### config.mk
export PLATFORM = sky130hd
export DESIGN_NAME = rf_issue_gate
export DESIGN_NICKNAME = d
export VERILOG_FILES = /design/src/rtl/maverickOne_pkg.sv /design/src/rtl/rf_hazard_chk.sv /design/src/rtl/rf_issue_gate.sv
export SDC_FILE = /design/constraint.sdc
export NUM_CORES = 1
export LEC_CHECK = 0
export CORE_AREA = 3 3 247 249
export DETAILED_ROUTE_END_ITERATION = 6
export DIE_AREA = 0 0 250 252
export PLACE_DENSITY_LB_ADDON = 0.1
export SETUP_SLACK_MARGIN = 0.2
export SLEW_MARGIN = 20
export SYNTH_ARGS = -nofsm -noshare
export SYNTH_HDL_FRONTEND = slang
export SYNTH_SLANG_ARGS = --single-unit
export TNS_END_PERCENT = 1
### constraint.sdc
create_clock -name clk_i -period 13.1 [get_ports clk_i]
set_input_delay 3.93 -clock clk_i [delete_from_list [all_inputs] [get_ports clk_i]]
set_output_delay 3.93 -clock clk_i [all_outputs]
set_load 0.05 [all_outputs]
### src/rtl/maverickOne_pkg.sv
// Shared core constants and the issue-stage output bundle.
// Imported by the operand-fetch/issue stage and its hazard checker.
package maverickOne_pkg;

    localparam int NUM_REGS = 32;
    localparam int XLEN     = 64;
    localparam int META_W   = 64;
    localparam int AW       = $clog2(NUM_REGS);

    typedef struct packed {
        logic [XLEN-1:0]   rs1;
        logic [XLEN-1:0]   rs2;
        logic [XLEN-1:0]   rs3;
        logic              rd_used;
        logic [AW-1:0]     rd;
        logic [META_W-1:0] meta;
    } issue_pkt_t;

    typedef enum logic {
        SLOT_EMPTY,
        SLOT_FULL
    } slot_state_e;

endpackage

### src/rtl/rf_hazard_chk.sv
// RAW/WAW check against the regfile scoreboard locks.
// x0 is never a hazard, whatever its lock bit says.
module rf_hazard_chk
    import maverickOne_pkg::*;
(
    input  logic [2:0]          rs_used,
    input  logic [AW-1:0]       rs1_addr,
    input  logic [AW-1:0]       rs2_addr,
    input  logic [AW-1:0]       rs3_addr,
    input  logic                rd_used,
    input  logic [AW-1:0]       rd_addr,
    input  logic [NUM_REGS-1:0] locks,
    output logic                hazard
);

    logic [2:0] src_hit;
    logic       dst_hit;

    always_comb begin
        src_hit    = '0;
        src_hit[0] = rs_used[0] & (rs1_addr != '0) & locks[rs1_addr];
        src_hit[1] = rs_used[1] & (rs2_addr != '0) & locks[rs2_addr];
        src_hit[2] = rs_used[2] & (rs3_addr != '0) & locks[rs3_addr];
        dst_hit    = rd_used & (rd_addr != '0) & locks[rd_addr];
        hazard     = (|src_hit) | dst_hit;
    end

endmodule

### src/rtl/rf_issue_gate.sv
// Operand-fetch/issue stage: holds an instr on locked regs, locks rd
// on issue and registers operands into a one-entry slot for execute.
module rf_issue_gate
    import maverickOne_pkg::*;
(
    input  logic                clk_i,
    input  logic                arst_ni,
    input  logic                instr_valid_i,
    output logic                instr_ready_o,
    input  logic [2:0]          rs_used_i,
    input  logic [AW-1:0]       rs1_addr_i,
    input  logic [AW-1:0]       rs2_addr_i,
    input  logic [AW-1:0]       rs3_addr_i,
    input  logic                rd_used_i,
    input  logic [AW-1:0]       rd_addr_i,
    input  logic [META_W-1:0]   meta_i,
    output logic [AW-1:0]       rs1_addr_o,
    output logic [AW-1:0]       rs2_addr_o,
    output logic [AW-1:0]       rs3_addr_o,
    input  logic [XLEN-1:0]     rs1_data_i,
    input  logic [XLEN-1:0]     rs2_data_i,
    input  logic [XLEN-1:0]     rs3_data_i,
    input  logic [NUM_REGS-1:0] locks_i,
    output logic                wr_lock_en_o,
    output logic [AW-1:0]       wr_lock_addr_o,
    output logic                out_valid_o,
    input  logic                out_ready_i,
    output logic [XLEN-1:0]     out_rs1_o,
    output logic [XLEN-1:0]     out_rs2_o,
    output logic [XLEN-1:0]     out_rs3_o,
    output logic                out_rd_used_o,
    output logic [AW-1:0]       out_rd_addr_o,
    output logic [META_W-1:0]   out_meta_o,
    output logic [31:0]         stall_cnt_o
);

    slot_state_e state_q;
    slot_state_e state_d;
    issue_pkt_t  pkt_q;
    issue_pkt_t  pkt_d;
    logic        hazard;
    logic        slot_free;
    logic        fire;
    logic [31:0] stall_cnt_q;

    assign rs1_addr_o = rs1_addr_i;
    assign rs2_addr_o = rs2_addr_i;
    assign rs3_addr_o = rs3_addr_i;

    rf_hazard_chk u_hazard_chk (
        .rs_used  (rs_used_i),
        .rs1_addr (rs1_addr_i),
        .rs2_addr (rs2_addr_i),
        .rs3_addr (rs3_addr_i),
        .rd_used  (rd_used_i),
        .rd_addr  (rd_addr_i),
        .locks    (locks_i),
        .hazard   (hazard)
    );

    // Gating on arst_ni keeps the stage silent while the regfile is in reset.
    assign out_valid_o   = (state_q == SLOT_FULL);
    assign slot_free     = ~out_valid_o | out_ready_i;
    assign instr_ready_o = arst_ni & ~hazard & slot_free;
    assign fire          = instr_valid_i & instr_ready_o;

    always_comb begin
        wr_lock_en_o   = 1'b0;
        wr_lock_addr_o = '0;
        if (fire && rd_used_i && (rd_addr_i != '0)) begin
            wr_lock_en_o   = 1'b1;
            wr_lock_addr_o = rd_addr_i;
        end
    end

    always_comb begin
        state_d = state_q;
        unique case (state_q)
            SLOT_EMPTY: if (fire) state_d = SLOT_FULL;
            SLOT_FULL:  if (out_ready_i && !fire) state_d = SLOT_EMPTY;
            default:    state_d = SLOT_EMPTY;
        endcase
    end

    always_comb begin
        pkt_d         = '0;
        pkt_d.rs1     = rs1_data_i;
        pkt_d.rs2     = rs2_data_i;
        pkt_d.rs3     = rs3_data_i;
        pkt_d.rd_used = rd_used_i;
        pkt_d.rd      = rd_addr_i;
        pkt_d.meta    = meta_i;
    end

    always_ff @(posedge clk_i or negedge arst_ni) begin
        if (!arst_ni) begin
            state_q <= SLOT_EMPTY;
            pkt_q   <= '0;
        end else begin
            state_q <= state_d;
            if (fire) pkt_q <= pkt_d;
        end
    end

    always_ff @(posedge clk_i or negedge arst_ni) begin
        if (!arst_ni) begin
            stall_cnt_q <= '0;
        end else if (instr_valid_i && hazard && !(&stall_cnt_q)) begin
            stall_cnt_q <= stall_cnt_q + 32'd1;
        end
    end

    assign out_rs1_o     = pkt_q.rs1;
    assign out_rs2_o     = pkt_q.rs2;
    assign out_rs3_o     = pkt_q.rs3;
    assign out_rd_used_o = pkt_q.rd_used;
    assign out_rd_addr_o = pkt_q.rd;
    assign out_meta_o    = pkt_q.meta;
    assign stall_cnt_o   = stall_cnt_q;

endmodule

==> results.json <==
{
  "clk_path_buf_depth": 3,
  "fmax_mhz": 83.7,
  "routabilityCongestion": 0.810,
  "hp-class": "reg -> reg",
  "endpoint_kind": "primary output",
  "cts_root_buffer": "clkbuf_16",
  "maxSlewViolCount": 0,
  "finalCriticalPeriod_ns": 11.95,
  "cp.required_ns": 9.17,
  "via_per_inst": 4.18,
  "die_area_sq_um": 63000,
  "syn_area_sq_um": 12700,
  "hold_violations": 0,
  "drt-wirelength-per-cell_microns": 20.7,
  "power_switching_w": 0.00220,
  "avgSynthCellArea_sq_um": 15.2,
  "switching_share_pct": 44.8,
  "grt_overflow_total": 0,
  "ir_worst_vdd_mv": 0.125,
  "power_frac_seq_pct": 28.8,
  "htreeDepth": 2,
  "areaGrowthSynthToFinish_pct": 63.4,
  "clk_pin_slew_ns": 0.06,
  "yosysWarnings": 0,
  "finalSetupViolations": 0,
  "rsz0062_at_grt": "no",
  "dp_hpwl_microns": 34800,
  "io_pins": 633,
  "drc": 0,
  "regArea_sq_um": 7380,
  "critPathKind": "in -> out",
  "initial_core_util_pct": 21.6,
  "antenna_cells": 0,
  "cts_tree": "yes",
  "p_comb_share_pct": 51.0,
  "p_leak_nw": 8.61,
  "r2r_start": "out_valid_o",
  "fillerInstances": 5736,
  "skew_ns": 0.0134,
  "power.internal_w": 0.00270,
  "clock-sinks": 295,
  "cts-buffers-inserted": 38,
  "die-height_microns": 252,
  "vias": 9394,
  "period_share_pct": 91.2,
  "worstMarginPinSlew_ns": 0.955,
  "drive_gt1_share_pct": 11.4,
  "outcome": "complete, no violations",
  "grt_usage_pct": 14.3,
  "grt_pass1_vias": 10000,
  "synthDistinctLibCells": 40,
  "postSynthCellCount": 837,
  "nets": 1771,
  "power_density_nw_per_um2": 235,
  "hp-start": "out_meta_o[32]",
  "synth-seq-area-share_pct": 58.0,
  "grt_max_degree": 153,
  "cp.arrival_ns": 8.02,
  "cap_violations": 0,
  "dr.pass1.iters": 4,
  "coreArea_sq_um": 58900,
  "synth_seq_cells": 295,
  "pre_cts_slack_ns": 1.06,
  "cp-start-kind": "input pin",
  "antenna_found_initial": 3,
  "worstSkewPairLatency_ns": 0.53,
  "multiInputGateArea_sq_um": 4870,
  "synth.net_count": 1154,
  "slew_headroom_pct": 36.3,
  "clkPwrFrac_pct": 20.2,
  "fin_ws_ns": 1.15,
  "die_w_microns": 250,
  "critPathLaunch": "rs2_addr_i[0]",
  "cp_max_fo": 12,
  "ant_nets": 0,
  "row_count": 89,
  "cts_setup_buffers": 0,
  "cts_hold_buf": 0,
  "cts_repair_resize_count": 0,
  "grt_pass1_wl_microns": 68200,
  "io_buffers": 632,
  "routed_wl_microns": 46600,
  "drtIter0Drc": 365,
  "setup-tns-final_ns": 0
}
per-stage QoR:
stage | instance area (sq um) | std cells | hold WS, ns | power, W | utilization [%]
detailed placement | 19600 | 2187 | 0.474 | 0.00396 | 33.4
finish | 20800 | 2250 | 0.478 | 0.00490 | 35.3
floorplan | 12700 | 837 | 0.789 | 0.00296 | -
CTS | 20800 | 2250 | 0.486 | 0.00499 | 35.3
global route | 20800 | 2250 | 0.491 | 0.00512 | 35.3
global placement | 19600 | 2187 | 0.467 | 0.00395 | 33.4
logic make-up after synthesis:
logic type | Yosys count | synth area share, %
AND/OR/NAND/NOR | 110 | 4.94
flip-flops | 295 | 58.0
multiplexers | 314 | 30.1
AO/OA/AOI/OAI | 17 | 0.933
buffers and inverters | 69 | 3.86
XOR/XNOR | 31 | 2.13
adder cells (fa/ha/maj) | 1 | 0.0982
worst paths after layout:
kind	end	slack, ns	cells past startpoint
max	wr_lock_addr_o[3]	1.15	9
min	out_meta_o[32]	0.48	1
max reg2reg	out_rs3_o[16]	9.70	5
min reg2reg	out_meta_o[32]	0.48	1
max in group asynchronous	out_meta_o[62]	8.43	2
min in group asynchronous	stall_cnt_o[23]	3.37	1
critical path, stage by stage:
cell and delay (ns):
clkdlybuf4s50_1 0.91, mux4_2 0.58, mux2i_1 0.19, nor2_1 0.06, o311a_1 0.37, nor4_4 0.33
nand4_1 0.47, nor3_1 0.32, clkdlybuf4s50_1 0.85
Yosys cell counts:
cell type	number	area, sq um
inv_1	5	18.8
nor3b_1	1	7.51
or3_1	1	6.26
mux2_2	72	811
a22oi_1	1	7.51
a31oi_1	3	18.8
o41ai_1	1	8.76
and3_1	18	113
o311a_1	2	20.0
or2_2	2	12.5
o21ai_0	4	20.0
ha_1	1	12.5
mux4_2	28	631
o211a_1	1	10.0
or4_1	3	22.5
nor4_4	1	21.3
nand2_1	12	45.0
nor4_1	6	37.5
nand3b_1	1	7.51
nor3_1	24	120
nand2b_1	4	25.0
a21oi_1	1	5.00
mux2_1	196	2210
nand4_1	8	50.1
o31ai_1	1	7.51
xnor2_1	1	8.76
and4_1	5	43.8
o22ai_1	2	12.5
buf_6	21	236
nor2_1	7	26.3
a311oi_1	1	8.76
dfrtp_1	295	7380
buf_4	17	128
nor4b_1	1	8.76
nand3_1	14	70.1
mux2i_1	18	180
xor2_1	30	263
buf_2	9	45.0
clkbuf_1	17	63.8
nor2b_1	2	12.5
metal layers:
layer  up-vias  GRT usage, %  share of wire, %  wire [microns]
li1       4269             -                 -               -
met1      4710          16.0                37           17300
met2       340          25.7                52           24400
met3        69          5.00               8.3            3880
met4         6          3.96               2.1             969
met5         -             0             0.088              41
power by group through the flow:
stage / registers, W / logic (W) / clock network [W]
after global routing: 0.00146 / 0.00258 / 0.00107
final: 0.00141 / 0.00250 / 0.000990
after detailed placement: 0.00143 / 0.00253 / 0
after floorplan: 0.00263 / 0.000329 / 0
after CTS: 0.00142 / 0.00253 / 0.00104
after global placement: 0.00142 / 0.00253 / 0
sequential cells by signal, indices dropped and copies added (netlist names):
signal	cells
out_valid_o	1
out_rs2_o	64
out_meta_o	64
out_rd_addr_o	5
out_rd_used_o	1
out_rs3_o	64
out_rs1_o	64
stall_cnt_o	32
placed cells by master, fill, tap and decap left out, types with 7 or more instances in the layout:
cell type | Yosys | final
clkdlybuf4s50_1 | 0 | 631
dfrtp_1 | 295 | 295
mux2_1 | 196 | 196
mux2_2 | 72 | 72
clkbuf_16 | 0 | 39
xor2_1 | 30 | 30
mux4_2 | 28 | 28
nor3_1 | 24 | 24
mux2i_1 | 18 | 18
and3_1 | 18 | 18
nand3_1 | 14 | 14
nand2_1 | 12 | 12
clkbuf_1 | 17 | 10
nand4_1 | 8 | 8
clkbuf_8 | 0 | 8
nor2_1 | 7 | 7
buf_4 | 17 | 7
cell type report:
cell class | count | share of cell area (%)
Tap cell | 773 | 4.65
Sequential cell | 295 | 35.5
Clock buffer | 57 | 5.40
Inverter | 5 | 0.0902
Timing Repair Buffer | 641 | 30.8
Multi-Input combinational cell | 473 | 23.4
Clock inverter | 6 | 0.174
(Power assumes the default switching activity.)
